## src/rtl/spi_reg_ctrl.sv

```systemverilog
// rtl/spi_reg_ctrl.sv - SPI-slave register controller with programmable mic clock divider
//
// Samples SPI pins in the CLK_MCO domain, decodes byte-framed read/write
// commands into a small register file and drives the audio front-end
// configuration outputs.
//
// Ports:
//   CLK_MCO    in   system clock, rising edge
//   RST        in   synchronous active-high reset
//   SPI_SCK    in   SPI clock (mode 0), asynchronous
//   SPI_SS     in   SPI select, active-low, asynchronous
//   SPI_SI     in   SPI data in, MSB first
//   SPI_SO     out  SPI data out, MSB first
//   SPI_SO_OE  out  pad enable for SPI_SO while a frame is selected
//   MIC_CLK    out  divided mic clock
//   ATT        out  attention line, CTRL[2]
//   mic_en     out  CTRL[0]
//   spk_en     out  CTRL[1]
`timescale 1ns/1ps
module spi_reg_ctrl #(
   parameter logic [7:0] ID_VALUE    = 8'hA5,
   parameter logic [7:0] MIC_DIV_RST = 8'd3
) (
   input  logic CLK_MCO,
   input  logic RST,
   input  logic SPI_SCK,
   input  logic SPI_SS,
   input  logic SPI_SI,
   output logic SPI_SO,
   output logic SPI_SO_OE,
   output logic MIC_CLK,
   output logic ATT,
   output logic mic_en,
   output logic spk_en
);

   typedef enum logic [1:0] {WAIT_SS, IDLE, CMD, DATA} state_t;

   state_t      state_q, state_d;

   logic        sck_s1_q, sck_s2_q, sck_s3_q;
   logic        ss_s1_q, ss_s2_q;
   logic        si_s1_q, si_s2_q;

   logic [2:0]  bit_cnt_q;
   logic [6:0]  rx_shift_q;
   logic        rw_q;
   logic [6:0]  addr_q;
   logic [7:0]  tx_shift_q;
   logic        load_pend_q;
   logic        oe_q;

   logic [7:0]  ctrl_q, div_q, scratch_q;
   logic [7:0]  mic_cnt_q;
   logic        mic_clk_q;

   logic        sck_rise, sck_fall;
   logic        in_frame, byte_done, wr_en;
   logic [7:0]  rx_byte;
   logic [7:0]  rd_data;

   // Synchronizers. SS resets to "selected" so that WAIT_SS cannot leave
   // before the real pin level has propagated: a frame that was already
   // running across reset must be seen to end before a new one is accepted.
   always_ff @(posedge CLK_MCO) begin
      if (RST) begin
         sck_s1_q <= 1'b0;
         sck_s2_q <= 1'b0;
         sck_s3_q <= 1'b0;
         ss_s1_q  <= 1'b0;
         ss_s2_q  <= 1'b0;
         si_s1_q  <= 1'b0;
         si_s2_q  <= 1'b0;
      end else begin
         sck_s1_q <= SPI_SCK;
         sck_s2_q <= sck_s1_q;
         sck_s3_q <= sck_s2_q;
         ss_s1_q  <= SPI_SS;
         ss_s2_q  <= ss_s1_q;
         si_s1_q  <= SPI_SI;
         si_s2_q  <= si_s1_q;
      end
   end

   assign sck_rise  = sck_s2_q & ~sck_s3_q;
   assign sck_fall  = ~sck_s2_q & sck_s3_q;
   assign in_frame  = ((state_q == CMD) || (state_q == DATA)) && !ss_s2_q;
   assign rx_byte   = {rx_shift_q, si_s2_q};
   assign byte_done = in_frame && sck_rise && (bit_cnt_q == 3'd7);
   assign wr_en     = byte_done && (state_q == DATA) && !rw_q;

   always_comb begin
      state_d = state_q;
      case (state_q)
         WAIT_SS: if (ss_s2_q) state_d = IDLE;
         IDLE:    if (!ss_s2_q) state_d = CMD;
         CMD: begin
            if (ss_s2_q)        state_d = IDLE;
            else if (byte_done) state_d = DATA;
         end
         DATA:    if (ss_s2_q) state_d = IDLE;
         default: state_d = WAIT_SS;
      endcase
   end

   always_ff @(posedge CLK_MCO) begin
      if (RST) state_q <= WAIT_SS;
      else     state_q <= state_d;
   end

   always_comb begin
      rd_data = 8'h00;
      case (addr_q)
         7'h00:   rd_data = ID_VALUE;
         7'h01:   rd_data = ctrl_q;
         7'h02:   rd_data = div_q;
         7'h03:   rd_data = scratch_q;
         default: rd_data = 8'h00;
      endcase
   end

   always_ff @(posedge CLK_MCO) begin
      if (RST) begin
         bit_cnt_q   <= 3'd0;
         rx_shift_q  <= 7'd0;
         rw_q        <= 1'b0;
         addr_q      <= 7'd0;
         tx_shift_q  <= 8'h00;
         load_pend_q <= 1'b0;
         oe_q        <= 1'b0;
         ctrl_q      <= 8'h00;
         div_q       <= MIC_DIV_RST;
         scratch_q   <= 8'h00;
      end else begin
         oe_q <= !ss_s2_q && (state_q != WAIT_SS);

         if (state_q == IDLE && !ss_s2_q) begin
            bit_cnt_q   <= 3'd0;
            tx_shift_q  <= 8'h00;
            load_pend_q <= 1'b0;
         end else if (in_frame) begin
            if (sck_rise) begin
               bit_cnt_q  <= bit_cnt_q + 3'd1;
               rx_shift_q <= rx_byte[6:0];
               if (bit_cnt_q == 3'd7) begin
                  // Next fall reloads tx_shift instead of shifting.
                  load_pend_q <= 1'b1;
                  if (state_q == CMD) begin
                     rw_q   <= rx_byte[7];
                     addr_q <= rx_byte[6:0];
                  end else begin
                     addr_q <= addr_q + 7'd1;
                  end
               end
            end else if (sck_fall) begin
               if (load_pend_q) begin
                  tx_shift_q  <= rw_q ? rd_data : 8'h00;
                  load_pend_q <= 1'b0;
               end else begin
                  tx_shift_q <= {tx_shift_q[6:0], 1'b0};
               end
            end
         end else begin
            // Deselect mid-byte: drop the partial byte.
            bit_cnt_q   <= 3'd0;
            load_pend_q <= 1'b0;
         end

         if (wr_en) begin
            case (addr_q)
               7'h01:   ctrl_q    <= rx_byte;
               7'h02:   div_q     <= rx_byte;
               7'h03:   scratch_q <= rx_byte;
               default: ;
            endcase
         end
      end
   end

   // Using >= rather than == lets a lowered divider take effect at once
   // instead of running the counter up to 255 first.
   always_ff @(posedge CLK_MCO) begin
      if (RST || !ctrl_q[0]) begin
         mic_cnt_q <= 8'd0;
         mic_clk_q <= 1'b0;
      end else if (mic_cnt_q >= div_q) begin
         mic_cnt_q <= 8'd0;
         mic_clk_q <= ~mic_clk_q;
      end else begin
         mic_cnt_q <= mic_cnt_q + 8'd1;
      end
   end

   assign SPI_SO    = tx_shift_q[7];
   assign SPI_SO_OE = oe_q;
   assign MIC_CLK   = mic_clk_q;
   assign mic_en    = ctrl_q[0];
   assign spk_en    = ctrl_q[1];
   assign ATT       = ctrl_q[2];

endmodule

```

## config.mk

```make
export PLATFORM = sky130hd
export DESIGN_NAME = spi_reg_ctrl
export DESIGN_NICKNAME = d
export VERILOG_FILES = /design/src/rtl/spi_reg_ctrl.sv
export SDC_FILE = /design/constraint.sdc
export NUM_CORES = 1
export LEC_CHECK = 0
export BUFFER_PORTS_ARGS = -buffer_cell sky130_fd_sc_hd__buf_4
export CAP_MARGIN = 20
export CORE_UTILIZATION = 40
export DETAILED_ROUTE_END_ITERATION = 10
export PLACE_DENSITY = 0.64
export SYNTH_ARGS = -nofsm -noshare
export SYNTH_HDL_FRONTEND = slang
export SYNTH_SLANG_ARGS = --single-unit
```

## constraint.sdc

```tcl
create_clock -name CLK_MCO -period 1.9 [get_ports CLK_MCO]
set_clock_uncertainty 0.1 [all_clocks]
set_input_delay 0.19 -clock CLK_MCO [delete_from_list [all_inputs] [get_ports CLK_MCO]]
set_output_delay 0.19 -clock CLK_MCO [all_outputs]
set_load 0.05 [all_outputs]
```

# Word-level counts from Yosys, hierarchy flattened
# Index checks and enable logic that the tools add are counted.
op_classes:
  n_lt_le_gt_ge: 1
  add_sub_neg: 3
  mux: 12
  reduce_logical: 29
  n_eq_ne: 11
  bitwise: 8
ops:
  columns: ["operator", "count"]
  rows:
  - ["one-hot mux 8 bit (4 select lines)", 1]
  - ["two-way mux 8 bit", 2]
  - ["== test 7 x 2 -> 1 bit, second input constant", 2]
  - ["AND reduction 3 bit", 3]
  - ["adder 8 x 1 -> 8 bit, second input constant", 1]
  - [">= comparator 8 bit", 1]
  - ["two-way mux 2 bit", 4]
  - ["AND reduction 2 bit", 4]
  - ["adder 7 x 1 -> 7 bit, second input constant", 1]
  - ["== test 7 x 1 -> 1 bit, second input constant", 1]
  - ["logical AND 1 bit", 7]
  - ["logical NOT 7 bit", 1]
  - ["two-way mux 7 bit", 1]
  - ["NOT 1 bit", 6]
  - ["one-hot mux 2 bit (3 select lines)", 1]
  - ["OR reduction 2 bit", 3]
  - ["AND reduction 5 bit", 1]
  - ["== test 2 bit, second input constant", 2]
  - ["inequality test 2 x 1 -> 1 bit, second input constant", 2]
  - ["AND reduction 4 bit", 1]
  - ["nonzero test 2 bit", 2]
  - ["adder 3 x 1 -> 3 bit, second input constant", 1]
  - ["== test 3 bit, second input constant", 1]
  - ["logical NOT 1 bit", 3]
  - ["other kinds (8)", 12]
totals:
  out_inout_bits: 6
  regBits: 70

# Longest topological paths before layout
logic_depth:
  depth_word: 8
  ltp_mapped: 8

# Worst setup path before layout
# Ideal clock, no wire load.
synth_path:
  path_type: "register -> register"
  start: "reg state_q[0]"
  end: "reg ctrl_q[3]"
  path_buffers: 1
  arrival_ns: 1.750
  stages_incl_launch_ff: 7
  setup_time_ns: 0.072
  required_ns: 1.728
  setup_slack_ns: -0.022
  synth_period_minus_slack_ns: 1.922
  path_cell_list: "dfxtp_1 > ha_1 > or3b_2 > nor4_4 > and2_4 > buf_12 > mux2i_1"
synth_between:
  elab_chain_len: 8
  word_cells_on_any_way: 9
synth_lines:
  columns: ["item", "line", "rtl"]
  rows:
  - ["start: declaration", "39", "state_t state_q, state_d;"]
  - ["start signal: assignment", "108", "else state_q <= state_d;"]
  - ["== test 2 bit, on equally long branches", "87, 90", null]
  - ["logical OR 1 bit", "87", "assign in_frame = ((state_q == CMD) || (state_q == DATA)) && !ss_s2_q;"]
  - ["logical AND 1 bit", "87", null]
  - ["logical AND 1 bit (2 in a row)", "89", "assign byte_done = in_frame && sck_rise && (bit_cnt_q == 3'd7);"]
  - ["logical AND 1 bit * (2 in a row)", "90", "assign wr_en = byte_done && (state_q == DATA) && !rw_q;"]
  - ["AND reduction 2 bit (no line) *", null, null]
  - ["end signal: assignment", "171", "7'h01: ctrl_q <= rx_byte;"]
  - ["end: declaration", "53", "logic [7:0] ctrl_q, div_q, scratch_q;"]
# Mark *: on every way between the ends. The rest lies on a longest branch, timed or not.
# A chain may end at the register's enable or synchronous reset.

# Final worst setup path
layout_path:
  start: "reg state_q[0]"
  end: "reg ctrl_q[7]"
# Same word-level chain as after synthesis.

==> impl_results.md <==
- R2R setup slack: -0.06 ns
- Critical path class: flip-flop to flip-flop
- Crit-path cells: ha_4, or3b_4, nor4_4, buf_4, and2_4, mux2i_1
- Largest net degree at the start of global routing: 32
- Worst EP required: 2.06 ns
- Max Freq: 511 MHz
- CTS tree: built
- Chip Height: 93.4 um
- Total CTS buffers: 9
- H-tree levels: 3
- Share of the synthesized area in the top cell type: 41.9%
- Top cells by area, synth: dfxtp_1, mux2i_1, ha_1, nand2_1, nor2b_1
- Final setup violation count: 8
- Via count of the first global-routing pass: 2547
- Critical Path Start Type: flip-flop
- Clock transition at path regs: 0.08 ns
- Global route overflow: 0
- Final Max Slew Viols: 0
- Worst VDD drop: 0.292 mV
- Worst Slack Setup Final: -0.0563 ns
- GPL Wtd Cong: 0.827
- Filler Cell Count: 723
- Post-DP HPWL: 5.27 mm
- Total global-route track usage: 18.1%
- EDFF count, synth: 0
- Global-route wire length before repair: 12.4 mm
- Actual slew at the worst max-slew pin: 0.539 ns
- Register area: 0.00141 sq mm
- Via count: 2691
- Worst skew pair latency: 0.34 ns
- HP Class: primary input to flip-flop
- DRC: 0
- Initial Util: 42.4%
- Worst Path Buf+Inv: 1
- Post-Syn Area per Cell: 9.11 sq um
- PortBufs: 10
- Final period utilization: 103%
- # IOs: 11
- CTS Buffer Depth: 2
- Total Wirelength: 7.42 mm
- Outcome: complete, but fails checks
- Largest stage delay on the critical path: 0.39 ns
- Area after DPL: 0.00368 sq mm
- Via/cell ratio: 5.24
- Top delay family on crit path: simple AND/OR/NAND/NOR gates
- Drt wl/cell: 14.4 um
- Final Net Count: 431
- Gate Count Post-Synth: 367
- Top post-synthesis cells by count: dfxtp_1, nand2_1, mux2i_1
- Worst Path Arrival: 2.12 ns
- Count leader, synth: dfxtp_1
- Pwr Total: 0.00314 W
- Synth-to-layout area growth: 22.0%
- Final Cell Area: 0.00408 sq mm
- Post-synthesis sequential area ratio: 41.9%
- Setup total negative slack: -0.161 ns
- Synthesis-stage register bit count: 70
- Crit path max fanout: 8
- Final Core Density: 51.7%
- Clk sink count: 70
- Area of the die: 0.00873 sq mm
- Critical path capture point type: flip-flop
- Failing checks: negative setup slack
- Mapped Nets: 391
- Hold Fails Final Rpt: 0
- Maximum capacitance violations: 0
- Tmin final: 1.96 ns
- CTS root buf: clkbuf_8
- 1st-iter DRT viols: 176
- Synth warnings: 0
- Layout cells sized above 1: 22.1%
- Ys flop type: dfxtp_1
- Netlist Area Pre-Place: 0.00334 sq mm
- Drt pass-1 iters: 6
- Footprint of the multi-input gates: 0.00196 sq mm
- Initial antenna violation count: 0
- Worst relative slew slack: 64.0%
- Ant diodes: 0
- Core area: 0.00789 sq mm
- Die X: 93.4 um
- Post-DRT Antenna Nets: 0
- LEAKAGE: 1.64 nW
- Critical-path top delay cell: or3b_4
- Ys async rst share: 0%
- Synth area leader: dfxtp_1
- RSZ-0062 raised after global routing: true
- Pwr Density: 769 mW/mm^2
- Rows: 32
- Netlist cell types: 50
-- cell type report --
type                    count  share of cell area, %
inverters                  16                   1.47
clock inverters             6                   1.53
flip-flops and latches     70                   34.5
clock buffers              10                   3.13
multi-input cells         266                   48.0
well taps                 102                   3.13
repair buffers             44                   8.28
-- routing by layer --
layer | track usage (%) | share of wire, % | routed length [um] | vias up
met4 | 6.92 | 1.4 | 103 | 0
met1 | 25.1 | 50 | 3690 | 1266
met2 | 28.0 | 46 | 3390 | 41
li1 | - | - | - | 1374
met5 | 0 | 0 | 0 | -
met3 | 3.25 | 3.1 | 227 | 10
-- worst paths after layout --
| path | from | depth (start not counted) | to |
|---|---|---|---|
| max | state_q[0] | 6 | ctrl_q[7] |
| min | RST | 2 | rx_shift_q[5] |
| max reg2reg | state_q[0] | 6 | ctrl_q[7] |
| min reg2reg | si_s1_q | 1 | si_s2_q |
-- cell usage in the layout, fill, tap and decap left out, drive strengths merged, types with 10 or more instances in the layout --
cell type and count:
clkbuf 10, mux2i 37, a21oi 14, dfxtp 70, buf 41, nor2b 17
ha 19, nand3 13, inv 15, nor3 10, nand2 49, nor2 25
-- cells by family (layout without fill, tap and decap cells) --
| group | after synthesis | count (layout) | share of synthesized area, % |
|---|---|---|---|
| and+or+nand+nor | 144 | 144 | 21.9 |
| adders and majority gates | 19 | 19 | 7.11 |
| DFF | 70 | 70 | 41.9 |
| buffers and inverters | 31 | 76 | 3.97 |
| AOI/OAI and AO/OA | 59 | 59 | 12.2 |
| muxes | 37 | 37 | 11.1 |
| xor gates and xnor gates | 7 | 7 | 1.83 |
-- repair_timing --
item / in CTS / in global routing
pin swaps: 3 / 5
setup endpoints to repair: 31 / 41
gates resized for setup: 3 / 28
hold endpoints to repair: 3 / 0
hold buffers: 3 / 0
setup buffers: 4 / 1
-- metrics by stage --
| stage | worst slack (ns) | hold WS (ns) | cells |
|---|---|---|---|
| 2_1_floorplan | 0.0153 | 0.218 | 367 |
| 3_3_place_gp | -0.118 | 0.298 | 491 |
| 3_5_place_dp | -0.217 | 0.308 | 491 |
| 4_1_cts | -0.0916 | 0.113 | 514 |
| 5_1_grt | -0.118 | 0.123 | 514 |
| 6_report | -0.0563 | 0.117 | 514 |
-- sequential cells by signal (all words and copies together) (netlist names), 2 cells and up --
name	cells
bit_cnt_q	3
mic_cnt_q	8
ctrl_q	8
state_q	2
tx_shift_q	8
addr_q	7
scratch_q	8
div_q	8
rx_shift_q	7
-- report_power, final --
part | internal (W) | switching [W]
Combinational | 0.000195 | 0.000258
Clock | 0.000604 | 0.000555
Sequential | 0.00150 | 0.0000221
Total | 0.00230 | 0.000835
Power figures use the tool's default switching activity.
